--- config.mk ---
export PLATFORM = sky130hd
export DESIGN_NAME = demux8_dispatch
export DESIGN_NICKNAME = d
export VERILOG_FILES = /design/src/rtl/demux8_dispatch.sv
export SDC_FILE = /design/constraint.sdc
export NUM_CORES = 1
export LEC_CHECK = 0
export ABC_CLOCK_PERIOD_IN_PS = 3390
export CORE_ASPECT_RATIO = 1.4
export CORE_MARGIN = 2
export CORE_UTILIZATION = 53
export CTS_BUF_LIST = sky130_fd_sc_hd__clkbuf_4
export CTS_CLUSTER_DIAMETER = 200
export DETAILED_ROUTE_END_ITERATION = 16
export PLACE_DENSITY = 0.9
export SYNTH_ARGS = -nofsm -noshare
export SYNTH_HDL_FRONTEND = slang
export SYNTH_SLANG_ARGS = --single-unit
export TNS_END_PERCENT = 100
--- constraint.sdc ---
create_clock -name CLK -period 3.39 [get_ports CLK]
set_input_delay 0.5085 -clock CLK [delete_from_list [all_inputs] [get_ports CLK]]
set_output_delay 0.5085 -clock CLK [all_outputs]
set_load 0.01 [all_outputs]
--- src/rtl/demux8_dispatch.sv ---
// -----------------------------------------------------------------------------
// demux8_dispatch
//
// Registered 1-to-8 demultiplexer with valid/ready handshakes. Words tagged
// with a 3-bit destination pass through a small input FIFO and a single output
// register. Each word is delivered, strictly in order, to exactly one of eight
// consumer channels. A stalled channel blocks every later word (head-of-line
// blocking is intentional).
//
// Parameters
//   WIDTH      data word width
//   DEPTH      input FIFO depth in entries (power of two, >= 2)
//
// Ports
//   CLK        clock, rising edge
//   RST        synchronous active-high reset
//   IN_VALID   producer has a word
//   IN_READY   block can accept a word this cycle
//   IN_SEL     destination channel 0..7
//   IN_DATA    word to route
//   OUT_VALID  one-hot, bit i = channel i has a word
//   OUT_READY  per-channel consumer ready
//   OUT_DATA   shared output bus, valid for the flagged channel
//   COUNT      words held: FIFO occupancy plus the output stage
// -----------------------------------------------------------------------------
module demux8_dispatch #(
  parameter int WIDTH = 32,
  parameter int DEPTH = 2
) (
  input  logic                       CLK,
  input  logic                       RST,
  input  logic                       IN_VALID,
  output logic                       IN_READY,
  input  logic [2:0]                 IN_SEL,
  input  logic [WIDTH-1:0]           IN_DATA,
  output logic [7:0]                 OUT_VALID,
  input  logic [7:0]                 OUT_READY,
  output logic [WIDTH-1:0]           OUT_DATA,
  output logic [$clog2(DEPTH+1):0]   COUNT
);

  localparam int AW = $clog2(DEPTH);
  localparam int CW = $clog2(DEPTH + 1) + 1;
  localparam int EW = WIDTH + 3;
  localparam logic [AW:0] DEPTH_OCC = (AW + 1)'(DEPTH);

  typedef enum logic {
    ST_EMPTY = 1'b0,
    ST_HOLD  = 1'b1
  } state_t;

  // FIFO storage: each entry is {sel, data}
  logic [EW-1:0] mem [DEPTH];
  logic [AW-1:0] wr_ptr_reg;
  logic [AW-1:0] rd_ptr_reg;
  logic [AW:0]   occ_reg;

  // Output stage
  state_t         state_reg;
  logic [2:0]     sel_reg;
  logic [WIDTH-1:0] data_reg;
  logic [7:0]     out_valid_reg;

  logic          fifo_empty;
  logic          push;
  logic          pop;
  logic [EW-1:0] head;

  assign fifo_empty = (occ_reg == '0);
  assign head       = mem[rd_ptr_reg];

  // Ready depends only on the occupancy register and reset, never on
  // OUT_READY, so the producer sees no combinational path from consumers.
  // Gating with RST keeps the input closed during reset and opens it in the
  // first cycle after reset is released.
  assign IN_READY = !RST && (occ_reg < DEPTH_OCC);
  assign push     = IN_VALID && IN_READY;

  // The output register takes the FIFO head when it is empty, or when the
  // word it holds is consumed this cycle (back-to-back transfer).
  assign pop = !fifo_empty &&
               ((state_reg == ST_EMPTY) || OUT_READY[sel_reg]);

  // FIFO write port; contents need no reset because occupancy guards reads
  always_ff @(posedge CLK) begin
    if (push) begin
      mem[wr_ptr_reg] <= {IN_SEL, IN_DATA};
    end
  end

  // FIFO pointers and occupancy; pointers wrap naturally modulo DEPTH
  always_ff @(posedge CLK) begin
    if (RST) begin
      wr_ptr_reg <= '0;
      rd_ptr_reg <= '0;
      occ_reg    <= '0;
    end else begin
      if (push) begin
        wr_ptr_reg <= wr_ptr_reg + 1'b1;
      end
      if (pop) begin
        rd_ptr_reg <= rd_ptr_reg + 1'b1;
      end
      case ({push, pop})
        2'b10:   occ_reg <= occ_reg + 1'b1;
        2'b01:   occ_reg <= occ_reg - 1'b1;
        default: occ_reg <= occ_reg;
      endcase
    end
  end

  // Output-stage FSM with registered valid/data
  always_ff @(posedge CLK) begin
    if (RST) begin
      state_reg     <= ST_EMPTY;
      sel_reg       <= '0;
      data_reg      <= '0;
      out_valid_reg <= '0;
    end else begin
      case (state_reg)
        ST_EMPTY: begin
          if (pop) begin
            sel_reg       <= head[EW-1:WIDTH];
            data_reg      <= head[WIDTH-1:0];
            out_valid_reg <= 8'd1 << head[EW-1:WIDTH];
            state_reg     <= ST_HOLD;
          end
        end
        ST_HOLD: begin
          if (OUT_READY[sel_reg]) begin
            if (pop) begin
              sel_reg       <= head[EW-1:WIDTH];
              data_reg      <= head[WIDTH-1:0];
              out_valid_reg <= 8'd1 << head[EW-1:WIDTH];
            end else begin
              // data_reg is left as is; it is only meaningful with valid set
              out_valid_reg <= '0;
              state_reg     <= ST_EMPTY;
            end
          end
        end
        default: begin
          state_reg     <= ST_EMPTY;
          out_valid_reg <= '0;
        end
      endcase
    end
  end

  assign OUT_VALID = out_valid_reg;
  assign OUT_DATA  = data_reg;
  assign COUNT     = CW'(occ_reg) + CW'(state_reg == ST_HOLD);

endmodule
Yosys cells after proc, flatten, opt, wreduce, memory -nomap -nowiden --
Memory sizes are Yosys's and may differ from the RTL's. A register that Yosys moved wholly into a read port is not among the register bits. Cells that the tools add are included.
Word-level totals: flip-flop bits (word level) 48, RAM bits 70, output and inout bits 44, logic and storage cells 50, memories 1
Cells by class: $add $sub $neg 5, order comparisons 2, eq/ne operators 4, shift-type cells 1, muxes and demuxes 20, bitwise gates (word level) 1, reduce and logical (&&, ||, !) cells 9
Memories:
- mem | words 2, bits a word 35, read ports 1, clocked after memory_dff 1, write ports 1, line 53 | logic [EW-1:0] mem [DEPTH];
Operators with widths (number):
- 32-bit 2-to-1 mux | 2
- 32-bit one-hot mux with 2 select lines | 1
- 8-bit 2-to-1 mux | 3
- 8-bit one-hot mux with 2 select lines | 1
- 1-bit by 3-bit << shifter with 8-bit output, first input constant | 1
- 1-bit 2-to-1 mux | 7
- 3-bit 2-to-1 mux | 2
- 3-bit one-hot mux with 2 select lines | 1
- 3-bit by 4-bit less-than comparator with 1-bit output, second input constant | 1
- 2-bit one-hot mux with 2 select lines | 1
- 2-bit by 1-bit adder with 3-bit output | 1
- 1-bit binary-select mux with 3-bit select | 1
- 1-bit logical AND | 3
- 1-bit adder, second input constant | 2
- 2-bit by 1-bit adder with 2-bit output, second input constant | 1
- 2-bit by 1-bit == test with 1-bit output, second input constant | 1
- 2-bit == test, second input constant | 1
- 1-bit logical NOT | 2
- 2-bit logical NOT | 1
- 2-bit less-than comparator, second input constant | 1
- 2-bit by 1-bit inequality test with 1-bit output, second input constant | 1
- 2-bit inequality test, second input constant | 1
- 1-bit one-hot mux with 2 select lines | 1
- 2-bit AND reduction | 1
- 4 further kinds | 4

Longest topological paths before layout --
Gate-level depths: netlist of run 1.
word-level depth 7, gate-level depth with buffers 11, depth with buffers taken out 8

Worst setup path before layout of run 1 --
Ideal clock, no wire load.
path type input port to flip-flop, from in RST, to mem mem[0][0] (netlist name), enable pin, library setup time 0.427 ns, arrival time 2.581 ns, data required time 2.963 ns, path slack 0.382 ns, stages 4, buffers on the path 1, path through clkbuf_1 > nor2_1 > nand2_1 > nor2_1
On the way: word-level cells in the longest chain between the ends 5
Ends and longest elaborated chain:
- start, declared | line 31 | input logic RST,
- 1-bit logical NOT | line 76 | assign IN_READY = !RST && (occ_reg < DEPTH_OCC);
- 1-bit logical AND | line 76
- named net IN_READY | line 33 | output logic IN_READY,
- 1-bit logical AND | line 77 | assign push = IN_VALID && IN_READY;
- 1-bit 2-to-1 mux | line 86 | if (push) begin
- 1-bit 2-to-1 mux (not written as such) | line 87 | mem[wr_ptr_reg] <= {IN_SEL, IN_DATA};
- end, declared | line 53
The timed path passes the listed nets, and every way through them passes these cells.

Worst setup path in the final report of run 1 --
from reg state_reg, to out COUNT[1]
On the way: word-level cells in the longest chain between the ends 1
Ends and longest elaborated chain:
- start, declared | line 59 | state_t state_reg;
- start signal, assigned | line 115 | state_reg <= ST_EMPTY;
- start signal, assigned | line 126 | state_reg <= ST_HOLD;
- start signal, assigned | line 138 | state_reg <= ST_EMPTY;
- 2-bit by 1-bit adder with 3-bit output | line 152 | assign COUNT = CW'(occ_reg) + CW'(state_reg == ST_HOLD);
- end, declared | line 39 | output logic [$clog2(DEPTH+1):0] COUNT
No other way between the ends.

==> load_flow_metrics.sql, run 1 <==
INSERT INTO impl_metrics (metric_group, metric, value, unit) VALUES
('setup_path', 'launching_point_of_the_worst_reg2reg_path', 'sel_reg[0]', ''),
('routing', 'detail_route.drc_violations', '0', ''),
('setup_path', 'worst_setup_path_start_kind', 'flip-flop', ''),
('placed_design', 'setup_ws_pre_cts', '0.7887', 'ns'),
('setup_path', 'slowest_delay', '0.54', 'ns'),
('clock_tree', 'worst_skew_late_latency', '0.51', 'ns'),
('timing', 'slew_headroom', '0.4085', ''),
('routing', 'drt-pass1-iter-count', '4', ''),
('min_path', 'hold_depth', '1', ''),
('global_routing', 'gr-usage-all-layers', '0.2044', ''),
('synthesis', 'synth.yosys.seq_area_share', '0.6659', ''),
('power_and_ir_drop', 'leakage_power', '1.996', 'nW'),
('timing', 'setup_repair_after_global_routing_missed_its_margin', 'false', ''),
('clock_tree', 'numCtsBuffers', '17', ''),
('setup_path', 'timing.critical_path.from', 'state_reg', ''),
('clock_tree', 'clock_path_buffers', '2', ''),
('timing', 'fin_skew', '0.01600', 'ns'),
('floorplanning', 'core', '8558', 'um2'),
('routing', 'routed_vias_inst', '5.582', ''),
('global_routing', 'grt_pass1_wl', '14820', 'um'),
('clock_tree', 'clkSlewWorstSetupHoldPaths', '0.09', 'ns'),
('synthesis', 'dominant_combinational_cell_family_by_area_after_synthesis', 'compound AO/OA/AOI/OAI gates', ''),
('placed_design', 'port-buffer-count', '89', ''),
('final_layout', 'finish.net_count', '453', ''),
('synthesis', 'yosysMostFrequentCell', 'edfxtp_1', ''),
('timing', 'max_freq', '0.4097', 'GHz'),
('synthesis', 'post_synth_mux_area_share', '0.08838', ''),
('setup_path', 'timing.critical_path.mode_cell', 'ha_1', ''),
('synthesis', 'async_reset_ff_frac', '0', ''),
('routing', 'drtIter0Drc', '147', ''),
('clock_tree', 'cts_resized', '0', ''),
('synthesis', 'synth_adder_area_share', '0.008108', ''),
('synthesis', 'yosys.cell_types.count', '40', ''),
('timing', 'layout_min_cycle_time', '2.441', 'ns'),
('final_layout', 'area.growth.synth_to_final', '27.19', '%'),
('final_layout', 'post-route-cell-area', '5888', 'um2'),
('setup_path', 'crit_path_cell_trace', 'ha_1 -> ha_1 -> clkdlybuf4s50_1', ''),
('routing', 'routed-via-count', '2908', ''),
('flow_run', 'maxCapViolations', '0', ''),
('synthesis', 'synth_top_cell_area_share', '0.4541', ''),
('global_routing', 'antenna_found_initial', '0', ''),
('final_layout', 'antenna_cells_inserted', '0', ''),
('setup_path', 'critical_path.endpoint_type', 'output pin', ''),
('power_and_ir_drop', 'power_density_over_the_cells', '807.6', 'nW/um2'),
('final_layout', 'number_of_flip_flops_under_the_largest_register_name', '70', ''),
('clock_tree', 'sinks_on_clock_net', '119', ''),
('global_routing', 'first_global_vias', '3054', ''),
('timing', 'post-route-period-util', '0.7200', ''),
('synthesis', 'synth_compound_area_frac', '0.1651', ''),
('placed_design', 'dp_hpwl', '5862', 'um'),
('timing', 'worstMarginPinSlew', '0.8872', 'ns'),
('placed_design', 'finalWeightedCongestion', '0.7449', ''),
('timing', 'timing.setup.tns', '0', 'ns'),
('placed_design', 'placed_cell_area', '5587', 'um2'),
('routing', 'wl', '9261', 'um'),
('global_routing', 'congestion_overflow_gr', '0', ''),
('synthesis', 'synth.net_count', '361', ''),
('power_and_ir_drop', 'ir_worst_vdd', '588.6', 'uV'),
('outcome', 'outcome', 'complete, no violations', ''),
('synthesis', 'count_of_mapped_cells_out_of_synthesis', '312', ''),
('final_layout', 'post_route_cells_drive_above_1_share', '0.1779', ''),
('clock_tree', 'hold_buffers', '0', ''),
('timing', 'postLayoutSetupSlackWorst', '0.9491', 'ns'),
('clock_tree', 'cts_root_buffer', 'clkbuf_4', ''),
('floorplanning', 'fp.dieArea', '9509', 'um2'),
('synthesis', 'xor_and_xnor_fraction_of_the_mapped_netlist_area', '0.005676', ''),
('synthesis', 'area_fraction_in_and_or_nand_and_nor_cells_after_synthesis', '0.03757', ''),
('timing', 'finalHoldViolations', '0', ''),
('clock_tree', 'post_cts.repair.setup_buffers', '0', ''),
('floorplanning', 'fp.dieW', '82.99', 'um'),
('synthesis', 'netlist_area', '4629', 'um2');
==> area by class of cell <==
type,instances,area [um2]
Fill cell,598,2670
Clock inverter,12,158.9
Inverter,3,11.26
Sequential cell,119,3084
Timing Repair Buffer,95,930.9
Tap cell,105,131.4
Multi-Input combinational cell,168,1429
Clock buffer,19,142.6
==> placed cells by master, fill, tap and decap left out, types with 4 or more instances in the layout <==
cell type         n
a211oi_1          5
a211oi_2         29
a21oi_1          37
a22o_1            5
buf_4             6
bufinv_16         4
clkbuf_4         19
clkdlybuf4s50_1  88
clkinv_1          4
dfxtp_1          48
edfxtp_1         70
mux2i_1          36
nor2_1            7
nor2b_1           5
==> power by group <==
group	internal [mW]	total [mW]	switching (mW)
clock network	0.586	1.07	0.480
registers	1.79	1.98	0.194
logic	0.811	1.71	0.895
==> logic make-up (layout without fill, tap and decap cells) <==
kind of cell	count (synthesis)	count (layout)
multiplexers	39	39
XOR/XNOR	3	3
buffers and inverters	25	129
AO/OA/AOI/OAI	91	91
flip-flops	119	119
adder cells (fa/ha/maj)	3	3
AND/OR/NAND/NOR	32	32
==> critical path: cells and delay by family (launching register included) <==
family                   cells  cell delay [ns]
buffers and inverters        1             0.54
adder cells (fa/ha/maj)      2             0.49
flip-flops                   1             0.40
==> through the flow <==
step / std cells / hold WS [ns] / total power, mW
floorplan: 312 / 0.4893 / 3.141
global placement: 490 / 0.4465 / 3.666
detailed placement: 490 / 0.4537 / 3.728
CTS: 521 / 0.4798 / 4.798
global route: 521 / 0.4899 / 5.009
finish: 521 / 0.4796 / 4.755
==> routing by layer <==
metal	wire length (um)	global-route usage	part of all wire
met5	0	0	0
met1	3590	0.2135	0.39
met3	426	0.06705	0.046
met2	5010	0.3656	0.54
met4	234	0.1060	0.025
==> path summary, 6_finish.rpt <==
kind                                endpoint  slack (ns)
worst max-delay path                COUNT[1]        0.95
worst min-delay path            OUT_VALID[0]        0.48
worst max register to register    occ_reg[1]        1.14
worst min register to register  OUT_VALID[0]        0.48
Note: power is estimated with default switching activity, not from simulation.
==> inputs of run 2 (changes only) <==
--- a/config.mk
+++ b/config.mk
@@ -5,7 +5,7 @@
 export SDC_FILE = /design/constraint.sdc
 export NUM_CORES = 1
 export LEC_CHECK = 0
-export ABC_CLOCK_PERIOD_IN_PS = 3390
+export ABC_CLOCK_PERIOD_IN_PS = 2400
 export CORE_ASPECT_RATIO = 1.4
 export CORE_MARGIN = 2
 export CORE_UTILIZATION = 53
==> constraint.sdc (replaced) <==
create_clock -name CLK -period 2.4 [get_ports CLK]
set_input_delay 0.36 -clock CLK [delete_from_list [all_inputs] [get_ports CLK]]
set_output_delay 0.36 -clock CLK [all_outputs]
set_load 0.01 [all_outputs]
==> load_flow_metrics.sql, run 2 (synthesized netlist as in run 1, its figures left out) <==
INSERT INTO impl_metrics (metric_group, metric, value, unit) VALUES
('outcome', 'outcome', 'complete, no violations', ''),
('flow_run', 'maxCapViolations', '0', ''),
('min_path', 'worstHoldPathType', 'in -> reg', ''),
('final_layout', 'layout.cells.non_filler', '529', ''),
('final_layout', 'num-fill-cells', '585', ''),
('routing', 'routed_vias_inst', '5.684', ''),
('clock_tree', 'numCtsBuffers', '17', ''),
('clock_tree', 'hold_buffers', '0', ''),
('floorplanning', 'top_level_ports', '90', ''),
('placed_design', 'placed_cell_area', '5657', 'um2'),
('final_layout', 'area.growth.synth_to_final', '28.43', '%'),
('routing', 'routed-via-count', '3007', ''),
('final_layout', 'mostFrequentLayoutCell', 'clkdlybuf4s50_1', ''),
('power_and_ir_drop', 'ir_worst_vdd', '700.7', 'uV'),
('floorplanning', 'core', '8558', 'um2'),
('timing', 'setup_viol_count_final', '0', ''),
('final_layout', 'most_frequent_cells_in_the_layout', '88 x clkdlybuf4s50_1, 70 x edfxtp_1, 46 x dfxtp_1', ''),
('clock_tree', 'sinks_on_clock_net', '119', ''),
('timing', 'timing_max_transition_violations_final', '0', ''),
('setup_path', 'critPathMaxFanout', '5', ''),
('floorplanning', 'fp.dieW', '82.99', 'um'),
('setup_path', 'critical_path.endpoint_type', 'output pin', ''),
('timing', 'post-route-period-util', '0.9392', ''),
('routing', 'detail_route.drc_violations', '0', ''),
('final_layout', 'largest-register', 'mem', ''),
('clock_tree', 'clock_path_buffers', '2', ''),
('setup_path', 'cp.arrival', '1.89', 'ns'),
('timing', 'final.hold.worst_slack', '0.3507', 'ns'),
('final_layout', 'finalCoreUtilization', '0.6947', ''),
('placed_design', 'port-buffer-count', '89', ''),
('timing', 'layout_min_cycle_time', '2.254', 'ns'),
('timing', 'max_freq', '0.4437', 'GHz'),
('routing', 'wl_met1', '3417', 'um'),
('clock_tree', 'cts_htree_levels', '4', ''),
('timing', 'fin_skew', '0.01335', 'ns'),
('routing', 'met2RoutedLength', '5146', 'um'),
('placed_design', 'finalWeightedCongestion', '0.7832', ''),
('timing', 'slew_headroom', '0.6290', ''),
('placed_design', 'dp_hpwl', '6052', 'um'),
('clock_tree', 'tritoncts_clock_tree', 'yes', ''),
('floorplanning', 'initial_core_util', '0.5409', ''),
('floorplanning', 'floorplan.die.height', '114.6', 'um'),
('power_and_ir_drop', 'power_density_over_the_cells', '1130', 'nW/um2'),
('routing', 'drt-pass1-iter-count', '4', ''),
('placed_design', 'dp_cells', '496', ''),
('global_routing', 'grt_max_degree', '43', ''),
('routing', 'drtIter0Drc', '140', ''),
('routing', 'met3_wirelength', '528', 'um'),
('global_routing', 'first_global_vias', '3117', ''),
('setup_path', 'crit_required', '2.04', 'ns'),
('clock_tree', 'clkSlewWorstSetupHoldPaths', '0.10', 'ns'),
('global_routing', 'congestion_overflow_gr', '0', ''),
('routing', 'final_antenna_net_count', '0', ''),
('timing', 'timing.setup.tns', '0', 'ns'),
('routing', 'wl', '9346', 'um'),
('routing', 'wire_per_inst', '17.67', 'um'),
('clock_tree', 'cts_root_buffer', 'clkbuf_4', ''),
('final_layout', 'post-route-cell-area', '5946', 'um2'),
('routing', 'route.top_layer_used', 'met4', ''),
('floorplanning', 'count_of_standard_cell_rows', '40', ''),
('power_and_ir_drop', 'leakage_power', '2.026', 'nW'),
('timing', 'setup_repair_after_global_routing_missed_its_margin', 'false', ''),
('global_routing', 'antenna_found_initial', '0', ''),
('global_routing', 'grt_pass1_wl', '15050', 'um'),
('floorplanning', 'fp.dieArea', '9509', 'um2'),
('timing', 'worstMarginPinSlew', '0.5565', 'ns'),
('final_layout', 'finish.net_count', '459', ''),
('timing', 'finalHoldViolations', '0', ''),
('final_layout', 'number_of_flip_flops_under_the_largest_register_name', '70', ''),
('clock_tree', 'worst_skew_late_latency', '0.51', 'ns'),
('global_routing', 'gr-usage-all-layers', '0.2067', ''),
('setup_path', 'timing.setup.critical_path_class', 'reg -> out', ''),
('setup_path', 'worst_setup_path_start_kind', 'flip-flop', ''),
('final_layout', 'post_route_cells_drive_above_1_share', '0.1986', '');
run 2: cell types whose count changed in the layout (fill, tap and decap cells not counted), sizes merged:
cell,delta
buf,+6
diode,+1
clkinvlp,+1
bufinv,-1
clkbuf,+1
run 2: layer usage:
metal  track usage  vias up
met4        0.1191        0
met2        0.3720      109
met1        0.2105     1459
li1              -     1419
met3       0.06489       20
met5             0        -
run 2: cell type report:
| type | count | area [um2] | area share |
|---|---|---|---|
| clock inverters | 12 | 133.9 | 0.02252 |
| flip-flops and latches | 119 | 3087 | 0.5191 |
| clock buffers | 20 | 150.1 | 0.02525 |
| inverters | 3 | 11.26 | 0.001894 |
| well taps | 105 | 131.4 | 0.02210 |
| multi-input cells | 168 | 1429 | 0.2403 |
| diodes | 1 | 2.502 | 0.0004209 |
| repair buffers | 101 | 1001 | 0.1684 |
run 2: metrics by stage:
| step | total power, mW | setup WS (ns) |
|---|---|---|
| after floorplan | 4.436 | 0.08520 |
| after global placement | 5.243 | 0.02687 |
| after detailed placement | 5.332 | 0.002760 |
| after CTS | 6.757 | 0.04387 |
| after global routing | 7.089 | 0.02582 |
| final | 6.719 | 0.1460 |
run 2: power by group:
group | switching (mW) | internal, mW | total (mW)
Combinational | 1.34 | 1.20 | 2.55
Sequential | 0.228 | 2.53 | 2.76
Clock | 0.680 | 0.737 | 1.42
Total | 2.25 | 4.47 | 6.72
run 2: path summary, 6_finish.rpt:
| kind | depth (start not counted) | slack [ns] | startpoint | to |
|---|---|---|---|---|
| worst max-delay path | 3 | 0.15 | occ_reg[0] | COUNT[1] |
| worst min-delay path | 3 | 0.35 | RST | wr_ptr_reg |
| worst max register to register | 7 | 0.19 | sel_reg[0] | occ_reg[1] |
| worst min register to register | 1 | 0.48 | OUT_VALID[2] | OUT_VALID[2] |
run 2: timing repair:
action / 4_1_cts / 5_1_grt
setup endpoints to repair: 0 / 1
buffers inserted: 0 / 0
gates resized for setup: 0 / 2
run 2: worst max-delay path: stages, from the launching register on:
cell and delay, ns:
dfxtp_2 0.37, ha_1 0.20, ha_1 0.28, clkdlybuf4s50_1 0.54
